--- src/rtl/drop_tick_scheduler.sv ---
// Gravity / soft-drop / hard-drop tick generator for the falling Tetris piece.
// Optional soft drop (keycode 0x51) is compiled in when SOFT_DROP_EN is defined.
module drop_tick_scheduler #(
    parameter int         BASE_FRAMES = 48,
    parameter int         LEVEL_STEP  = 4,
    parameter int         MIN_FRAMES  = 2,
    parameter int         SOFT_FRAMES = 2,
    parameter int         HARD_GAP    = 4,
    parameter int         LEVEL_W     = 4,
    parameter logic [2:0] ST_PLAY     = 3'b001,
    parameter logic [2:0] ST_SPAWN    = 3'b010
) (
    input  logic               Clk,
    input  logic               reset_n,
    input  logic               VGA_VS,
    input  logic [7:0]         keycode,
    input  logic [2:0]         state,
    input  logic [LEVEL_W-1:0] level,
    input  logic               landed,
    input  logic               pause,
    output logic               tick,
    output logic               hard_active,
    output logic [1:0]         mode
);

    localparam int GAP_W = (HARD_GAP > 2) ? $clog2(HARD_GAP) : 1;

    // Handshake: tick is a one-cycle strobe with no ready; the datapath must
    // consume it in the cycle it is high.
    typedef enum logic [1:0] {
        IDLE    = 2'b00,
        GRAVITY = 2'b01,
        SOFT    = 2'b10,
        HARD    = 2'b11
    } mode_t;

    mode_t             mode_q, mode_n;
    logic [15:0]       frame_q, frame_n, frame_inc;
    logic [15:0]       level_prod, gravity_iv, active_iv;
    logic [GAP_W-1:0]  gap_q, gap_n;
    logic              hd_ready_q, hd_ready_n;
    logic              tick_n;
    logic              vs_s1, vs_s2, vs_s3;
    logic              frame_pulse;
    logic              key_hard, in_play;

    always_ff @(posedge Clk or negedge reset_n) begin
        if (!reset_n) begin
            vs_s1 <= 1'b0;
            vs_s2 <= 1'b0;
            vs_s3 <= 1'b0;
        end else begin
            vs_s1 <= VGA_VS;
            vs_s2 <= vs_s1;
            vs_s3 <= vs_s2;
        end
    end

    assign frame_pulse = vs_s2 & ~vs_s3;
    assign key_hard    = (keycode == 8'h2C);
    assign in_play     = (state == ST_PLAY);

    // Saturating interval: never below MIN_FRAMES, even when level*step overshoots.
    assign level_prod = 16'(level) * 16'(LEVEL_STEP);
    always_comb begin
        if ((level_prod >= 16'(BASE_FRAMES)) ||
            ((16'(BASE_FRAMES) - level_prod) < 16'(MIN_FRAMES)))
            gravity_iv = 16'(MIN_FRAMES);
        else
            gravity_iv = 16'(BASE_FRAMES) - level_prod;
    end

    always_comb begin
        mode_n     = mode_q;
        frame_n    = frame_q;
        gap_n      = gap_q;
        hd_ready_n = hd_ready_q;
        tick_n     = 1'b0;
        frame_inc  = frame_q + 16'd1;
        active_iv  = gravity_iv;
        if (!key_hard)
            hd_ready_n = 1'b1;
        case (mode_q)
            IDLE: begin
                if (in_play && !pause) begin
                    mode_n  = GRAVITY;
                    frame_n = 16'd0;
                end
            end
            GRAVITY, SOFT: begin
                if (!in_play) begin
                    mode_n = IDLE;
                end else if (!pause) begin
                    if (key_hard && hd_ready_q) begin
                        mode_n     = HARD;
                        hd_ready_n = 1'b0;
                        gap_n      = '0;
                    end else begin
`ifdef SOFT_DROP_EN
                        if (keycode == 8'h51) begin
                            mode_n    = SOFT;
                            active_iv = 16'(SOFT_FRAMES);
                        end else begin
                            mode_n    = GRAVITY;
                        end
`endif
                        // ">=" lets a shortened interval fire on the very next frame.
                        if (frame_pulse) begin
                            if (frame_inc >= active_iv) begin
                                tick_n  = 1'b1;
                                frame_n = 16'd0;
                            end else begin
                                frame_n = frame_inc;
                            end
                        end
                    end
                end
            end
            HARD: begin
                if (!in_play && (state != ST_SPAWN)) begin
                    mode_n = IDLE;
                end else if (!pause) begin
                    if (landed || (state == ST_SPAWN)) begin
                        mode_n  = GRAVITY;
                        frame_n = 16'd0;
                        gap_n   = '0;
                    end else if (gap_q == GAP_W'(HARD_GAP - 1)) begin
                        tick_n = 1'b1;
                        gap_n  = '0;
                    end else begin
                        gap_n = gap_q + 1'b1;
                    end
                end
            end
            default: mode_n = IDLE;
        endcase
    end

    always_ff @(posedge Clk or negedge reset_n) begin
        if (!reset_n) begin
            mode_q     <= IDLE;
            frame_q    <= 16'd0;
            gap_q      <= '0;
            hd_ready_q <= 1'b1;
            tick       <= 1'b0;
        end else begin
            mode_q     <= mode_n;
            frame_q    <= frame_n;
            gap_q      <= gap_n;
            hd_ready_q <= hd_ready_n;
            tick       <= tick_n;
        end
    end

    assign mode        = mode_q;
    assign hard_active = (mode_q == HARD);

endmodule

--- config.mk ---
export PLATFORM = sky130hd
export DESIGN_NAME = drop_tick_scheduler
export DESIGN_NICKNAME = d
export VERILOG_FILES = /design/src/rtl/drop_tick_scheduler.sv
export SDC_FILE = /design/constraint.sdc
export NUM_CORES = 1
export LEC_CHECK = 0
export BUFFER_PORTS_ARGS = -buffer_cell sky130_fd_sc_hd__buf_2
export CORE_ASPECT_RATIO = 1.5
export CORE_MARGIN = 8
export CORE_UTILIZATION = 55
export DETAILED_ROUTE_END_ITERATION = 8
export GPL_TIMING_DRIVEN = 0
export PLACE_DENSITY = 0.85
export SYNTH_ARGS = -nofsm -noshare
export SYNTH_HDL_FRONTEND = slang
export SYNTH_SLANG_ARGS = --single-unit
export TNS_END_PERCENT = 5
--- constraint.sdc ---
create_clock -name Clk -period 7.3 [get_ports Clk]
set_input_delay 1.46 -clock Clk [delete_from_list [all_inputs] [get_ports Clk]]
set_output_delay 1.46 -clock Clk [all_outputs]
set_load 0.01 [all_outputs]
==> results of run 1 <==
worst paths after layout:
check | depth (start not counted) | endpoint
worst max-delay path | 11 | frame_q[12]
min in group asynchronous | 1 | frame_q[2]
worst min register to register | 0 | vs_s2
worst min-delay path | 0 | vs_s2
worst max register to register | 13 | frame_q[12]
max in group asynchronous | 1 | frame_q[13]
through the flow:
| step | hold slack, ns | area, sq um | worst slack (ns) | std cells |
|---|---|---|---|---|
| after floorplan | 0.331 | 1990 | 4.18 | 228 |
| after global placement | 0.334 | 2160 | 3.73 | 293 |
| after detailed placement | 0.341 | 2160 | 3.69 | 293 |
| after CTS | 0.361 | 2200 | 3.93 | 297 |
| after global routing | 0.365 | 2200 | 3.72 | 297 |
| final | 0.357 | 2200 | 3.90 | 297 |
power by group:
group	total (uW)	internal, uW	switching [uW]
Sequential	154	147	6.81
Clock	81.2	38.1	43.1
Combinational	114	47.4	66.8
cell usage after synthesis (2+ instances only):
cell type / instances / area share, %
nand2_1: 32 / 6.1
dfrtp_1: 24 / 31
ha_1: 21 / 13
nand4_1: 11 / 3.5
inv_1: 9 / 1.7
o21ai_0: 9 / 2.3
and3_1: 8 / 2.6
a21oi_1: 7 / 1.8
nor2b_1: 7 / 2.2
o2111ai_1: 7 / 3.1
or2_2: 7 / 2.2
nand3_1: 6 / 1.5
xnor2_1: 5 / 2.2
and2_1: 4 / 1.3
and4_1: 4 / 1.8
clkbuf_1: 4 / 0.77
nand2b_1: 4 / 1.3
nor2_1: 4 / 0.77
nor3b_1: 4 / 1.5
a21boi_0: 3 / 1.2
a22o_1: 3 / 1.3
mux2_2: 3 / 1.7
nand4b_1: 3 / 1.3
o211ai_1: 3 / 1.2
a21o_1: 2 / 0.77
a31oi_1: 2 / 0.64
buf_4: 2 / 0.77
nor3_1: 2 / 0.51
or3b_2: 2 / 0.90
worst max-delay path, cell delays in order:
cell	delay, ns
buf_2	0.10
inv_1	0.04
ha_1	0.26
nand2_1	0.05
ha_1	0.28
a21oi_1	0.14
o21ai_0	0.13
a22oi_1	0.43
clkbuf_1	0.42
o2111ai_1	0.18
nand2_1	0.10
registers in the layout, summed over array words and instances, names as in the netlist:
register	cells
hd_ready_q	1
tick	1
gap_q	2
frame_q	16
vs_s1	1
vs_s3	1
mode	2
vs_s2	1
final cells by class:
class                           count  area (sq um)
Tap cell                           42          52.6
Fill cell                         317          1210
Buffer                              6          30.0
Clock buffer                        3          41.3
Inverter                            9          33.8
Timing Repair Buffer               23           115
Sequential cell                    25           627
Clock inverter                      1          5.00
Multi-Input combinational cell    188          1300
cell families (layout without fill, tap and decap cells):
kind of cell / count (synthesis) / in the layout
and+or+nand+nor: 102 / 102
AOI/OAI and AO/OA: 45 / 45
DFF: 25 / 25
adders and majority gates: 21 / 21
buffers and inverters: 15 / 42
xor gates and xnor gates: 6 / 6
muxes: 4 / 4
other: 1 / 10
per-layer routing:
metal	track usage (%)	vias to the layer above	part of all wire (%)
li1	-	885	-
met1	16.8	853	42
met2	29.8	45	52
met3	2.26	8	3.8
met4	6.37	0	2.4
met5	0	-	0
==> out/results.md, run 1 <==
| Parameter | Reported |
| --- | --- |
| Status | finished, final reports clean |
| Yosys cell types | 46 |
| Final GP Congestion | 0.852 |
| Nature of the critical path startpoint | primary input |
| CTS tree | built |
| Vias per cell | 6.03 |
| Number of gates resized after cts | 0 |
| Post-Syn Instances | 219 |
| Die boundary height | 89.1 um |
| Final Max Slew Viols | 0 |
| Post-synthesis share of cell area spent on full adders, half adders and majority gates | 13.4% |
| Crit end category | flip-flop |
| Final routed wire length divided by cell count | 14.5 um |
| Tmin final | 3.40 ns |
| Hold Startpoint | vs_s1 |
| Number of setup buffers added after CTS | 0 |
| CTS Buf Count | 3 |
| Seq/Total Area, Yosys | 32.0% |
| Syn Std Cell Area | 1960 sq um |
| Initial Utilization | 57.3% |
| Share of cells above drive strength 1 | 16.9% |
| Post-synth EDFFs | 0 |
| Total number of yosys warnings | 0 |
| Final HPWL DP | 3330 um |
| Number of global-route vias before repair | 1744 |
| Commonest non-fill, non-tap cells in the layout | 32 x nand2_1, 24 x dfrtp_1, 23 x buf_2, 21 x ha_1, 11 x nand4_1 |
| CTS Hold Buffers Added | 0 |
| CTS H-tree depth | 1 |
| Routed vias | 1791 |
| Worst R2R Setup Slack | 4.05 ns |
| Synthesized-area fraction occupied by xor and xnor cells | 2.69% |
| Number of design rule violations left after detail routing | 0 |
| Clock net sink count | 25 |
| Detailed-router iteration count before antenna repair | 5 |
| Final count of hold timing violations | 0 |
| Fin util | 64.5% |
| Clock slew at reported path FFs | 0.09 ns |
| Largest family of logic cells by synthesized area | simple AND/OR/NAND/NOR gates |
| Worst IR Drop VDD | 0.125 mV |
| Standard-cell rows | 26 |
| Core ar. | 3420 sq um |
| Number of buffers added on ports | 23 |
| Detailed-route wire length | 4300 um |
| Die Wd | 64.7 um |
| Global-route wire length before repair | 7410 um |
| First element of the critical path | level[0] |
| Clock Skews | 0.00441 ns |
| Area enclosed by the die boundary | 5760 sq um |
| Maximum clock path buffer count | 2 |
| Pin count of the biggest net entering global routing | 26 |
| Synth-to-layout area growth | 12.7% |
| Classification of the worst-slack hold path | reg2reg |
| Detail Route Antenna Nets | 0 |
| P per Cell Area | 158 nW/um^2 |
| Number of antenna violations at the first check in global routing | 0 |
| Relative slew slack | 58.0% |
| Reg-to-Reg Start | frame_q[7] |
| Upper clock frequency limit | 294 MHz |
| Max-cap viol count | 0 |
| Cell chosen for the clock root | clkbuf_8 |
| Simple logic cell fraction of the synthesized area | 29.7% |
| Number of diodes | 0 |
| Number of synthesized register bits | 25 |
| Leak pwr | 0.00113 uW |
| Arrival time at the worst endpoint | 3.60 ns |
| Setup repair after global routing missed its margin | no |
| Latest clock arrival within the worst-skew pair | 0.26 ns |
| Transition time at the pin with the least slew margin | 0.622 ns |
| Nets@finish | 297 |
| Commonest non-fill, non-tap cell in the layout | nand2_1 |
| GRT Util Overall | 15.7% |
| Mux cell area share after synthesis | 2.24% |
| Complex-gate fraction of the synthesized area | 16.5% |
| Largest driver fanout on the critical path | 10 |
| Async set-reset flop share out of synthesis | 100% |
| Final Total Pwr | 349 uW |
| Share of the clock period used by the worst path | 46.5% |
| Total negative slack | 0 ns |
| Most used DFF post-synth | dfrtp_1 |
| Number of DRC markers after the initial detailed-route iteration | 59 |
| I/O pin count | 24 |
| Residual overflow from global routing | 0 |
| Total setup violations reported at the end of the flow | 0 |
| Classification of the worst setup path | in2reg |
| Data required time of the worst path | 7.51 ns |
| Post-Syn Area per Cell | 8.94 sq um |
Power figures use the tool's default switching activity.
==> run 2, diff against run 1 <==
Settings changed: CORE_UTILIZATION 55 to 52, PLACE_DENSITY 0.85 to 0.84.
Clock period 7.3 ns to 3 ns, I/O delays scaled along.
==> run 2 against run 1 <==
Clock power increased by 150%. Hold slack got worse by 0.045 ns. First-iteration DRC count rose by 69%. Non-clock buffer count down 1. Design area rose by 1.4%. Critical path type is now reg2reg.
==> out/results.md, run 2 (synthesis gave the netlist of run 1 again) <==
| Parameter | Reported |
| --- | --- |
| Global-route wire length before repair | 7490 um |
| Clock Skews | 0.00450 ns |
| Nets@finish | 296 |
| Data required time of the worst path | 3.14 ns |
| Final routed wire length divided by cell count | 15.1 um |
| Crit end category | flip-flop |
| Number of buffers added on ports | 23 |
| Detailed-route wire length | 4490 um |
| Final GP Congestion | 0.850 |
| Number of antenna violations at the first check in global routing | 0 |
| Worst IR Drop VDD | 0.297 mV |
| Final count of hold timing violations | 0 |
| P per Cell Area | 386 nW/um^2 |
| CP max stage delay | 0.43 ns |
| WHS | 0.312 ns |
| Largest driver fanout on the critical path | 10 |
| Upper clock frequency limit | 347 MHz |
| Transition time at the pin with the least slew margin | 0.711 ns |
| Max-cap viol count | 0 |
| I/O pin count | 24 |
| Number of design rule violations left after detail routing | 0 |
| Detail Route Antenna Nets | 0 |
| Number of DRC markers after the initial detailed-route iteration | 100 |
| Initial Utilization | 53.6% |
| Series of cell instances along the critical path | ha_1, and4_2, and4_1, or2_2, ha_1, nand4_1, nor3_2, a22oi_2, clkbuf_4, nand4b_1, o211ai_1 |
| Total setup violations reported at the end of the flow | 0 |
| Status | finished, final reports clean |
| Latest clock arrival within the worst-skew pair | 0.26 ns |
| Nature of the critical path startpoint | flip-flop |
| Area enclosed by the die boundary | 6020 sq um |
| Total negative slack | 0 ns |
| GRT Util Overall | 14.9% |
| Clock net sink count | 25 |
| Detailed-router iteration count before antenna repair | 6 |
| Crit-path slowest cell | dfrtp_1 |
| Routed vias | 1785 |
| CTS H-tree depth | 1 |
| Commonest non-fill, non-tap cells in the layout | 32 x nand2_1, 23 x dfrtp_1, 23 x buf_2, 21 x ha_1, 11 x nand4_1 |
| Share of the clock period used by the worst path | 96.0% |
| Number of global-route vias before repair | 1724 |
| Worst setup endpoint | frame_q[14] |
| Vias per cell | 6.01 |
| Die Wd | 66.1 um |
| Commonest non-fill, non-tap cell in the layout | nand2_1 |
| Final Max Slew Viols | 0 |
| Classification of the worst-slack hold path | in2async |
| Max reg flops | 16 |
| Post-Place Cells | 294 |
| First element of the critical path | frame_q[0] |
| Relative slew slack | 51.9% |
| Most numerous cell on the critical path | ha_1 |
| Final HPWL DP | 3440 um |
| Final Total Pwr | 862 uW |
| Residual overflow from global routing | 0 |
| Arrival time at the worst endpoint | 3.02 ns |
| CTS tree | built |
| Cell chosen for the clock root | clkbuf_8 |
| Maximum clock path buffer count | 2 |
| Worst Reg-to-Reg Cells | 11 |
| FF-to-FF End | frame_q[14] |
| Reg-to-Reg Start | frame_q[0] |
| Synth-to-layout area growth | 14.2% |
| Final std cells w/o fill | 297 |
| Most flops, register | frame_q |
| Standard-cell rows | 27 |
| Clock slew at reported path FFs | 0.09 ns |
| CTS Buf Count | 3 |
| Tmin final | 2.88 ns |
| Die boundary height | 91.1 um |
| Share of cells above drive strength 1 | 21.3% |
| Number of diodes | 0 |
| Worst R2R Setup Slack | 0.12 ns |
| Classification of the worst setup path | reg2reg |
| Leak pwr | 0.00114 uW |
| Pin count of the biggest net entering global routing | 26 |
| Core ar. | 3650 sq um |
==> run 2: worst min-delay path by stage <==
stage                        from           to  slack (ns)  depth (start not counted)
final                     reset_n   frame_q[8]        0.31                          1
after global routing      reset_n  frame_q[12]        0.37                          1
after CTS                 reset_n  frame_q[12]        0.33                          1
after detailed placement    vs_s1        vs_s2        0.36                          0
after global placement      vs_s1        vs_s2        0.33                          0
after floorplan           reset_n   frame_q[0]        0.30                          0
==> run 2: per-layer routing <==
metal | routed length, um | GRT usage [%] | share of wire (%)
met1 | 1800 | 16.1 | 40
met2 | 2430 | 27.6 | 54
met3 | 189 | 2.09 | 4.2
met4 | 76 | 5.01 | 1.7
met5 | 0 | 0 | 0
==> run 2: power breakdown <==
| group | switching [uW] | internal, uW |
|---|---|---|
| Sequential | 20.7 | 358 |
| Combinational | 169 | 117 |
| Clock | 104 | 94.8 |
==> run 2: critical path: cells and delay by family, from the launching register on <==
family	cells	cell delay (ns)
buffers and inverters	1	0.22
AOI/OAI and AO/OA	2	0.22
adders and majority gates	2	0.57
and+or+nand+nor	6	1.31
DFF	1	0.43
==> run 2: repair_timing <==
item,CTS,global route
setup buffers,0,1
resized for setup,2,11
hold buffers,0,0
pin swaps,0,1
cloned,0,0
endpoints found under the setup margin,10,17
==> run 2: area by class of cell <==
type                    instances  area (sq um)
plain buffers                   4          27.5
clock buffers                   4          45.0
fillers                       320          1410
inverters                       9          33.8
multi-input cells             188          1320
flip-flops and latches         25           628
well taps                      43          53.8
repair buffers                 24           123
==> run 2: per-stage QoR <==
stage	utilization, %	cell area (sq um)	setup slack, ns
3_3_place_gp	59.2	2160	-0.0463
5_1_grt	61.2	2230	-0.00925
4_1_cts	60.5	2210	0.00284
3_5_place_dp	59.2	2160	-0.0968
6_report	61.2	2230	0.120
2_1_floorplan	-	1990	0.367
